`src/rtl/icache_refill_ctrl_pkg.sv`:
```
// rtl/icache_refill_ctrl_pkg.sv - shared constants and FSM encoding for the I-cache refill controller
`ifndef CACHE_WIDTH
`define CACHE_WIDTH 256
`endif
`ifndef SIZE_PC
`define SIZE_PC 32
`endif

package icache_refill_ctrl_pkg;

    localparam int CACHE_WIDTH   = `CACHE_WIDTH;
    localparam int MEM_WIDTH_DEF = 64;
    localparam int SIZE_PC_DEF   = `SIZE_PC;
    localparam int BEATS         = CACHE_WIDTH / MEM_WIDTH_DEF;
    localparam int BLK_OFFSET_W  = $clog2(CACHE_WIDTH / 8);
    localparam int FILL_CNT_W    = 16;

    typedef enum logic [2:0] {
        S_IDLE = 3'd0,
        S_REQ  = 3'd1,
        S_WAIT = 3'd2,
        S_FILL = 3'd3,
        S_COOL = 3'd4
    } refill_state_e;

endpackage

```
`src/rtl/refill_beat_buffer.sv`:
```
// rtl/refill_beat_buffer.sv - beat index counter and cache-block assembly register
module refill_beat_buffer
    import icache_refill_ctrl_pkg::*;
#(
    parameter int MEM_WIDTH = MEM_WIDTH_DEF,
    parameter int N_BEATS   = BEATS,
    parameter int BEAT_W    = 2
) (
    input  logic                   clk,
    input  logic                   reset,
    input  logic                   i_clear,
    input  logic                   i_wr,
    input  logic [MEM_WIDTH-1:0]   i_data,
    output logic                   o_last,
    output logic [CACHE_WIDTH-1:0] o_block_next
);

    logic [BEAT_W-1:0]      r_beat;
    logic [CACHE_WIDTH-1:0] r_block;
    logic [CACHE_WIDTH-1:0] w_block_next;

    // Block as it will look once the incoming beat lands; lets the top capture
    // the complete line in the same cycle the last beat arrives.
    always_comb begin
        w_block_next = r_block;
        w_block_next[int'(r_beat) * MEM_WIDTH +: MEM_WIDTH] = i_data;
    end

    always_ff @(posedge clk) begin
        if (reset || i_clear) begin
            r_beat  <= '0;
            r_block <= '0;
        end else if (i_wr) begin
            r_block <= w_block_next;
            r_beat  <= o_last ? '0 : r_beat + 1'b1;
        end
    end

    assign o_last       = (r_beat == BEAT_W'(N_BEATS - 1));
    assign o_block_next = w_block_next;

endmodule

```
`src/rtl/icache_refill_ctrl.sv`:
```
// rtl/icache_refill_ctrl.sv - I-cache miss refill FSM: fetches one block beat-by-beat and writes it back
module icache_refill_ctrl
    import icache_refill_ctrl_pkg::*;
#(
    parameter int MEM_WIDTH = MEM_WIDTH_DEF,
    parameter int SIZE_PC   = SIZE_PC_DEF
) (
    input  logic                   clk,
    input  logic                   reset,
    input  logic                   miss_i,
    input  logic [SIZE_PC-1:0]     missAddr_i,
    output logic                   wrEnable_o,
    output logic [SIZE_PC-1:0]     wrAddr_o,
    output logic [CACHE_WIDTH-1:0] instBlock_o,
    output logic                   memReq_o,
    output logic [SIZE_PC-1:0]     memAddr_o,
    input  logic                   memAck_i,
    input  logic                   memValid_i,
    input  logic [MEM_WIDTH-1:0]   memData_i,
    output logic                   busy_o,
    output logic [FILL_CNT_W-1:0]  fillCount_o
);

    localparam int N_BEATS = (MEM_WIDTH == MEM_WIDTH_DEF) ? BEATS : CACHE_WIDTH / MEM_WIDTH;
    localparam int BEAT_W  = (N_BEATS > 1) ? $clog2(N_BEATS) : 1;
    localparam logic [SIZE_PC-1:0] BEAT_BYTES = SIZE_PC'(MEM_WIDTH / 8);
    localparam logic [SIZE_PC-1:0] BLK_MASK   = ~SIZE_PC'((1 << BLK_OFFSET_W) - 1);

    refill_state_e          r_state;
    logic [SIZE_PC-1:0]     r_base;
    logic                   r_mem_req;
    logic [SIZE_PC-1:0]     r_mem_addr;
    logic                   r_wr_en;
    logic [SIZE_PC-1:0]     r_wr_addr;
    logic [CACHE_WIDTH-1:0] r_inst_block;
    logic                   r_busy;
    logic [FILL_CNT_W-1:0]  r_fill_count;

    logic                   w_miss_take;
    logic                   w_beat_wr;
    logic                   w_last;
    logic [SIZE_PC-1:0]     w_miss_base;
    logic [CACHE_WIDTH-1:0] w_block_next;

    assign w_miss_base = missAddr_i & BLK_MASK;
    assign w_miss_take = (r_state == S_IDLE) && miss_i;
    // Data is only accepted while a beat is outstanding, so stale returns are dropped.
    assign w_beat_wr   = (r_state == S_WAIT) && memValid_i;

    refill_beat_buffer #(
        .MEM_WIDTH (MEM_WIDTH),
        .N_BEATS   (N_BEATS),
        .BEAT_W    (BEAT_W)
    ) u_beat_buf (
        .clk          (clk),
        .reset        (reset),
        .i_clear      (w_miss_take),
        .i_wr         (w_beat_wr),
        .i_data       (memData_i),
        .o_last       (w_last),
        .o_block_next (w_block_next)
    );

    always_ff @(posedge clk) begin
        if (reset) begin
            r_state      <= S_IDLE;
            r_base       <= '0;
            r_mem_req    <= 1'b0;
            r_mem_addr   <= '0;
            r_wr_en      <= 1'b0;
            r_wr_addr    <= '0;
            r_inst_block <= '0;
            r_busy       <= 1'b0;
            r_fill_count <= '0;
        end else begin
            r_wr_en <= 1'b0;
            case (r_state)
                S_IDLE: begin
                    if (miss_i) begin
                        r_base     <= w_miss_base;
                        r_mem_addr <= w_miss_base;
                        r_mem_req  <= 1'b1;
                        r_busy     <= 1'b1;
                        r_state    <= S_REQ;
                    end
                end
                S_REQ: begin
                    if (memAck_i) begin
                        r_mem_req <= 1'b0;
                        r_state   <= S_WAIT;
                    end
                end
                S_WAIT: begin
                    if (memValid_i) begin
                        if (w_last) begin
                            r_wr_en      <= 1'b1;
                            r_wr_addr    <= r_base;
                            r_inst_block <= w_block_next;
                            r_state      <= S_FILL;
                        end else begin
                            r_mem_addr <= r_mem_addr + BEAT_BYTES;
                            r_mem_req  <= 1'b1;
                            r_state    <= S_REQ;
                        end
                    end
                end
                S_FILL: begin
                    r_fill_count <= r_fill_count + 1'b1;
                    r_state      <= S_COOL;
                end
                // One dead cycle so a miss still showing the old tag is not re-fetched.
                S_COOL: begin
                    r_busy  <= 1'b0;
                    r_state <= S_IDLE;
                end
                default: begin
                    r_mem_req <= 1'b0;
                    r_busy    <= 1'b0;
                    r_state   <= S_IDLE;
                end
            endcase
        end
    end

    assign wrEnable_o  = r_wr_en;
    assign wrAddr_o    = r_wr_addr;
    assign instBlock_o = r_inst_block;
    assign memReq_o    = r_mem_req;
    assign memAddr_o   = r_mem_addr;
    assign busy_o      = r_busy;
    assign fillCount_o = r_fill_count;

endmodule

```
`config.mk`:
```
export PLATFORM = sky130hd
export DESIGN_NAME = icache_refill_ctrl
export DESIGN_NICKNAME = d
export VERILOG_FILES = /design/src/rtl/icache_refill_ctrl_pkg.sv /design/src/rtl/refill_beat_buffer.sv /design/src/rtl/icache_refill_ctrl.sv
export SDC_FILE = /design/constraint.sdc
export NUM_CORES = 1
export LEC_CHECK = 0
export BUFFER_PORTS_ARGS = -buffer_cell sky130_fd_sc_hd__buf_2
export CAP_MARGIN = 20
export CORE_MARGIN = 4
export CORE_UTILIZATION = 45
export CTS_CLUSTER_DIAMETER = 100
export DETAILED_ROUTE_END_ITERATION = 6
export PLACE_DENSITY = 0.66
export REMOVE_ABC_BUFFERS = 1
export SYNTH_ARGS = -nofsm -noshare
export SYNTH_HDL_FRONTEND = slang
export SYNTH_HIERARCHICAL = 1
export SYNTH_SLANG_ARGS = --single-unit
```
`constraint.sdc`:
```
create_clock -name clk -period 2.8 [get_ports clk]
set_input_delay 0.42 -clock clk [delete_from_list [all_inputs] [get_ports clk]]
set_output_delay 0.42 -clock clk [all_outputs]
set_load 0.01 [all_outputs]
```
# [After elaboration in Yosys (flattened, before gate mapping)]
# Cells that the tools add are included.
[classes] add_sub_neg=4 multipliers=0 n_div=0 magnitude_cmp=0 eq_ne=9 shifts=2 muxes=18 bitwise_logic=4 reduce_logical=14
[op_table] cell="256-bit bitwise mux" n=1
[op_table] cell="64-bit by 33-bit variable shift with 256-bit output (first input constant)" n=1
[op_table] cell="64-bit by 33-bit variable part select with 256-bit output" n=1
[op_table] cell="32-bit two-way mux" n=3
[op_table] cell="32-bit case mux with 2 select lines" n=1
[op_table] cell="8-bit negation with 33-bit output" n=1
[op_table] cell="32-bit by 4-bit adder with 32-bit output (second input constant)" n=1
[op_table] cell="16-bit by 1-bit adder with 16-bit output (second input constant)" n=1
[op_table] cell="3-bit case mux with 4 select lines" n=1
[op_table] cell="3-bit two-way mux" n=3
[op_table] cell="2-bit inequality test (second input constant)" n=4
[op_table] cell="3-bit by 2-bit equality test with 1-bit output (second input constant)" n=2
[op_table] cell="3-bit AND reduction" n=2
[op_table] cell="3-bit OR reduction" n=2
[op_table] cell="1-bit two-way mux" n=5
[op_table] cell="5-bit AND reduction" n=1
[op_table] cell="2-bit two-way mux" n=2
[op_table] cell="1-bit inverter" n=4
[op_table] cell="1-bit case mux with 4 select lines" n=1
[op_table] cell="2-bit AND reduction" n=2
[op_table] cell="4-bit AND reduction" n=1
[op_table] cell="3-bit by 1-bit equality test with 1-bit output (second input constant)" n=1
[op_table] cell="3-bit equality test (second input constant)" n=1
[op_table] cell="3-bit logical NOT" n=1
[op_table] cell="other kinds (7)" n=8
[word_totals] register_bits=622 latch_bits=0 mem_bits_rw=0 romBits=0 inputBits=101 output_inout_bits=339 elab_cells=62 memories=0

# [Depth between registers and ports, before layout]
# Gate-level depths: netlist of the first run.
[depth] word_depth=4 depth_mapped=10 mapped_depth_nobuf=7

# [By module]
# Netlist of the first run, hierarchy kept.
[modules_own_cells] module="icache_refill_ctrl" instances=1 cells_per_inst=1720 area_per_inst_um2=13436.6 seq_area_each_um2=7226.9
[modules_own_cells] module="refill_beat_buffer" instances=1 cells_per_inst=1650 area_per_inst_um2=12887.4 seq_area_each_um2=5165.0

# [Least setup slack after synthesis of the first run]
# No wires, ideal clock.
[synth_path] path_kind="register -> register" startpoint="register r_state[1]" endpoint="register u_beat_buf.r_block[203]" setup_time_ns=0.128 t_arrival_ns=2.236 t_required_ns=2.672 setup_slack_ns=0.436 stages_incl_launch_ff=11 path_buffers=5 period_less_slack_ns=2.364 cell_sequence="dfxtp_1 -> buf_2 -> nand2b_1 -> or3_1 -> inv_2 -> clkbuf_1 -> or2_2 -> clkbuf_1 -> clkbuf_1 -> clkbuf_1 -> nor2_1"
[synth_between] elab_chain_cells=3 word_cells_on_any_way=5 classes_between="eq/ne (1); reduce/logical (4)"
[synth_lines] element="from (decl)" line_no="icache_refill_ctrl.sv:29" source="refill_state_e r_state;"
[synth_lines] element="from (signal assigned)" line_no="icache_refill_ctrl.sv:66" source="r_state <= S_IDLE;"
[synth_lines] element="from (signal assigned)" line_no="icache_refill_ctrl.sv:84" source="r_state <= S_REQ;"
[synth_lines] element="from (signal assigned)" line_no="icache_refill_ctrl.sv:90" source="r_state <= S_WAIT;"
[synth_lines] element="3-bit logical NOT" line_no="icache_refill_ctrl.sv:46" source="assign w_miss_take = (r_state == S_IDLE) && miss_i;"
[synth_lines] element="1-bit logical AND" line_no="icache_refill_ctrl.sv:46"
[synth_lines] element="net w_miss_take" line_no="icache_refill_ctrl.sv:39" source="logic w_miss_take;"
[synth_lines] element="1-bit logical OR" line_no="refill_beat_buffer.sv:30" source="if (reset || i_clear) begin"
[synth_lines] element="to (signal assigned)" line_no="refill_beat_buffer.sv:34" source="r_block <= w_block_next;"
[synth_lines] element="to (decl)" line_no="refill_beat_buffer.sv:19" source="logic [CACHE_WIDTH-1:0] r_block;"
# The timed path passes the listed nets, and every way through them passes these cells.
# A chain may end at the register's enable or synchronous reset.

# [Final worst setup path of the first run]
[layout_path] startpoint="register u_beat_buf.r_beat[0]" endpoint="register r_inst_block[114], in the netlist instBlock_o[114]"
[layout_between] elab_chain_cells=3 word_cells_on_any_way=6 classes_between="add/sub (1); eq/ne (1); shift (2); mux (1); reduce/logical (1)"
[layout_lines] element="from (decl)" line_no="refill_beat_buffer.sv:18" source="logic [BEAT_W-1:0] r_beat;"
[layout_lines] element="from (signal assigned)" line_no="refill_beat_buffer.sv:35" source="r_beat <= o_last ? '0 : r_beat + 1'b1;"
[layout_lines] element="8-bit negation with 33-bit output *" line_no="refill_beat_buffer.sv:26" source="w_block_next[int'(r_beat) * MEM_WIDTH +: MEM_WIDTH] = i_data;"
[layout_lines] element="64-bit by 33-bit variable part select with 256-bit output or 64-bit by 33-bit variable shift with 256-bit output (tied branches)" line_no="refill_beat_buffer.sv:26"
[layout_lines] element="256-bit bitwise mux *" line_no="refill_beat_buffer.sv:26"
[layout_lines] element="net w_block_next[114]" line_no="icache_refill_ctrl.sv:43" source="logic [CACHE_WIDTH-1:0] w_block_next;"
[layout_lines] element="to (signal assigned)" line_no="icache_refill_ctrl.sv:98" source="r_inst_block <= w_block_next;"
[layout_lines] element="to (decl)" line_no="icache_refill_ctrl.sv:35" source="logic [CACHE_WIDTH-1:0] r_inst_block;"
# The timed path passes the listed nets; every way through them passes the cells marked *.

==> impl_metrics.tcl, run 1 <==
set metrics [dict create \
    grt_pass1_vias 23011 \
    run_status "finished, final reports clean" \
    start_util 0.455 \
    ctsHoldBuffers 0 \
    rsz0062_at_grt "no" \
    hp-class "in2reg" \
    core-area_um2 57800 \
    hold_viol 0 \
    peakVddDrop_v 0.000441 \
    synth_flop_cell "dfxtp_1" \
    setup-violations-final 0 \
    cts_tree "yes" \
    tns_ns 0 \
    wl_per_cell_um 19.1 \
    crit_path_start "u_beat_buf/r_beat[0]" \
    ys_seq_area_frac 0.471 \
    grt_pass1_wl_um 131000 \
    ys_ff_latch 619 \
    stdcell_area_um2 30700 \
    first_pass_iters 6 \
    layout-drive-gt1-share 0.173 \
    synth_warnings 6 \
    vias_per_cell 5.68 \
    grt_use_total 0.254 \
    cts.sinks 619 \
    antenna_found_initial 9 \
    grt.overflow.total 0 \
    register_area_um2 12400 \
    place.gp.congestion 0.827 \
    final_common_cell "nand2_1" \
    io_pins 440 \
    vias 24829 \
    die_height_um 250 \
    synth_edf_count 0 \
    yosysTopAreaCellShare 0.471 \
    fp.dieW_um 250 \
    syn_inst 3370 \
    path_max_fanout 14 \
    regToRegEndpoint "instBlock_o[114]" \
    grt_max_degree 157 \
    ys_types 61 \
    crit_required_ns 3.33 \
    fin_worst_skew_ns 0.0232 \
    maxSlewHeadroom 0.288 \
    arrival_ns 3.04 \
    post-cts-setup-buffer-count 0 \
    endpoint_kind "register" \
    fill_cells 5645 \
    dp_hpwl_um 49500 \
    post-route-min-period_ns 2.52 \
    worst-setup-path-type "reg2reg" \
    clock-root-buffer "clkbuf_16" \
    rr_startpoint "u_beat_buf/r_beat[0]" \
    drt_wl_total_um 83500 \
    clkTransAtPathRegs_ns 0.06 \
    fmax_ghz 0.398 \
    dpl_cell_area_um2 28400 \
    hold_slack_ns 0.0775 \
    cts_made_buffers 68 \
    cts_htree_levels 3 \
    clockBufferDepth 3 \
    critPathCapture "instBlock_o[114]" \
    drc 0 \
    powerDensity_nw_per_um2 619 \
    r2r_slack_ns 0.28 \
    ant_nets 0 \
    port_buffers 426 \
    cts_resized 0 \
    drtIter0Drc 2297 \
    worstSkewPairLatency_ns 0.60 \
    synth_top_area_cell "dfxtp_1" \
    worst-slew-pin-transition_ns 1.07 \
    multiInputGateArea_um2 11700 \
    fin_crit_sh 0.898 \
    num_rows 88 \
    drv_cap 0 \
    synth.area.top_cells "dfxtp_1, nand2_1, a21oi_1" \
    worst-r2r-cell-count 8 \
    dieArea_um2 62400 \
    slew_viol_final 0 \
    syn_avg_cell_area_um2 7.81 \
    area_growth_pct 16.8 \
    synth_area_um2 26300 \
    cp-start-kind "register" \
    leakage_uw 0.0114 \
    fin_nets 3654 \
    mostFrequentLayoutCells "nand2_1, dfxtp_1, a21oi_1" \
    async_flop_share 0 \
]
-- synthesized netlist by cell type, types with 21 or more instances --
library cell  instances
buf_2               102
clkbuf_1            190
nor2_1              216
o21ai_0              84
a32oi_1             166
a22o_1              129
nand4_1             106
inv_1               135
dfxtp_1             619
a21oi_1             430
buf_4                75
o22ai_1              70
nand3_1              21
nand2_1             871
-- sequential cells by signal, indices dropped and copies added (netlist names) --
name and count:
r_state 3, memAddr_o 29, r_base 27, u_beat_buf/r_beat 2, memReq_o 1, busy_o 1, wrEnable_o 1, instBlock_o 256
u_beat_buf/r_block 256, wrAddr_o 27, fillCount_o 16
-- layout make-up --
| type | count | share of cell area |
|---|---|---|
| flip-flops and latches | 619 | 0.403 |
| multi-input cells | 2241 | 0.381 |
| repair buffers | 477 | 0.0925 |
| clock buffers | 102 | 0.0668 |
| well taps | 765 | 0.0311 |
| inverters | 138 | 0.0169 |
| clock inverters | 22 | 0.00835 |
| diodes | 5 | 0.000407 |
-- per-layer routing --
metal,GRT usage,vias up,wire length [um]
li1,-,11899,-
met1,0.348,11831,36200
met2,0.401,933,38500
met3,0.0577,158,6480
met4,0.0767,8,2320
met5,0,-,48
-- metrics by stage --
step,power [uW],std cells,utilization,setup WS (ns)
2_1_floorplan,9490,2998,-,-7.77
3_3_place_gp,10000,4240,0.491,0.280
3_5_place_dp,10000,4240,0.491,0.195
4_1_cts,19200,4364,0.531,0.198
5_1_grt,19600,4368,0.532,0.119
6_report,19000,4369,0.532,0.285
-- worst max-delay path, stage by stage (launching register included) --
cell and delay [ns]:
dfxtp_1 0.57, inv_1 0.22, ha_1 0.32, nor3b_4 0.25, and3_1 0.38, buf_4 0.31
a22o_1 0.16, nand2_1 0.10, a21oi_1 0.13
-- how the worst min path moves through the flow --
stage                  endpoint  depth (start not counted)  slack [ns]              from
2_1_floorplan      wrAddr_o[10]                          2        0.43        r_base[10]
3_3_place_gp        wrAddr_o[9]                          2        0.44         r_base[9]
3_5_place_dp   instBlock_o[160]                          2        0.44  instBlock_o[160]
4_1_cts               r_base[8]                          3        0.05     missAddr_i[8]
5_1_grt              r_base[28]                          3        0.06    missAddr_i[28]
6_report              r_base[8]                          3        0.08     missAddr_i[8]
-- cells by family after synthesis --
kind of cell	after synthesis	synth area share
adders and majority gates	8	0.00380
other	1	0.000142
muxes	6	0.00228
AOI/OAI and AO/OA	915	0.223
xor gates and xnor gates	12	0.00399
buffers and inverters	517	0.0902
and+or+nand+nor	1292	0.206
DFF	619	0.471
-- where the power goes --
group          switching, uW  internal, uW
combinational            615           241
sequential              83.6          8880
clock                   3740          5470
(Power assumes the default switching activity.)
==> inputs of run 2 (changes only) <==
==> constraint.sdc (replaced) <==
create_clock -name clk -period 3.1 [get_ports clk]
set_input_delay 0.465 -clock clk [delete_from_list [all_inputs] [get_ports clk]]
set_output_delay 0.465 -clock clk [all_outputs]
set_load 0.01 [all_outputs]
==> run 2 against run 1 <==
Largest cell class unchanged; maximum frequency shrank 8.9%; highest routed layer unchanged; non-clock buffer count grew 4; critical endpoint is now u_beat_buf/r_block[55]; critical path type unchanged; worst setup slack gained 0.055 ns.
==> impl_metrics.tcl, run 2 (synthesis gave the netlist of run 1 again) <==
set metrics [dict create \
    drc 0 \
    clockBufferDepth 3 \
    grt.overflow.total 0 \
    grt_use_total 0.253 \
    tns_ns 0 \
    cts_resized 0 \
    crit_required_ns 3.57 \
    maxSlewHeadroom 0.300 \
    run_status "finished, final reports clean" \
    num_rows 88 \
    drv_cap 0 \
    drtIter0Drc 2345 \
    fin_nets 3658 \
    cts_made_buffers 68 \
    grt_pass1_wl_um 131000 \
    die_height_um 250 \
    fin_crit_sh 0.891 \
    mostFrequentLayoutCells "nand2_1, dfxtp_1, a21oi_1" \
    cts.sinks 619 \
    layout-drive-gt1-share 0.173 \
    r2r_slack_ns 0.34 \
    worstSkewPairLatency_ns 0.60 \
    peakVddDrop_v 0.000395 \
    vias 24821 \
    slew_viol_final 0 \
    port_buffers 426 \
    post-cts-setup-buffer-count 0 \
    rsz0062_at_grt "no" \
    fp.dieW_um 250 \
    powerDensity_nw_per_um2 550 \
    clock-root-buffer "clkbuf_16" \
    path_max_fanout 64 \
    wl_per_cell_um 19.2 \
    fin_worst_skew_ns 0.0169 \
    start_util 0.455 \
    antenna_found_initial 5 \
    dp.cells 4244 \
    hold_viol 0 \
    worst-slew-pin-transition_ns 1.05 \
    pre_cts_slack_ns 0.407 \
    grt_max_degree 145 \
    first_pass_iters 6 \
    setup_ws_ns 0.339 \
    ant_nets 0 \
    hp-class "in2reg" \
    cp-start-kind "register" \
    clkTransAtPathRegs_ns 0.06 \
    endpoint_kind "register" \
    area_growth_pct 16.2 \
    grt_pass1_vias 22786 \
    io_pins 440 \
    stdcell_count 4363 \
    fmax_ghz 0.362 \
    cts_htree_levels 3 \
    post-route-min-period_ns 2.76 \
    place.gp.congestion 0.821 \
    drt_wl_total_um 83900 \
    vias_per_cell 5.69 \
    dieArea_um2 62400 \
    core-area_um2 57800 \
    ctsHoldBuffers 0 \
    setup-violations-final 0 \
    leakage_uw 0.0114 \
    cts_tree "yes" \
    final_common_cell "nand2_1" \
    worst-setup-path-type "reg2reg" \
    arrival_ns 3.23 \
    dp_hpwl_um 50100 \
]
==> run 2: layout make-up <==
class	instances	area, um^2
fillers	5629	27200
inverters	138	518
multi-input cells	2241	11700
flip-flops and latches	619	12400
repair buffers	481	2830
clock buffers	95	2020
well taps	765	957
clock inverters	19	164
diodes	5	12.5
==> run 2: routing by layer <==
metal,global-route usage,up-vias,wire length [um]
met5,0,-,27
met4,0.0610,4,1480
met3,0.0467,109,6040
met2,0.411,881,39300
met1,0.351,11943,37000
li1,-,11884,-
==> run 2: metrics by stage <==
step | power, uW | hold WS [ns] | cell area, um^2 | util
2_1_floorplan | 8570 | 0.426 | 24500 | -
3_3_place_gp | 9030 | 0.438 | 28400 | 0.491
3_5_place_dp | 9030 | 0.443 | 28400 | 0.491
4_1_cts | 17000 | 0.0816 | 30600 | 0.529
5_1_grt | 17400 | 0.108 | 30600 | 0.529
6_report | 16800 | 0.114 | 30600 | 0.529
==> run 2: path summary, 6_finish.rpt <==
path         cells after the start            startpoint                endpoint
min reg2reg                      2          wrAddr_o[18]            wrAddr_o[18]
max reg2reg                      6  u_beat_buf/r_beat[0]  u_beat_buf/r_block[55]
max                              6  u_beat_buf/r_beat[0]  u_beat_buf/r_block[55]
min                              3         missAddr_i[7]               r_base[7]
==> run 2: power by group <==
part / total (uW) / internal (uW) / switching, uW
Clock: 7960 / 4630 / 3340
Sequential: 8090 / 8020 / 72.7
Combinational: 775 / 217 / 557
==> run 2: worst max-delay path: stages, from the launching register on <==
cell     delay [ns]
dfxtp_1        0.42
inv_1          0.23
ha_4           0.22
buf_4          0.52
nand2_4        0.71
a32oi_1        0.43
nor2_1         0.06
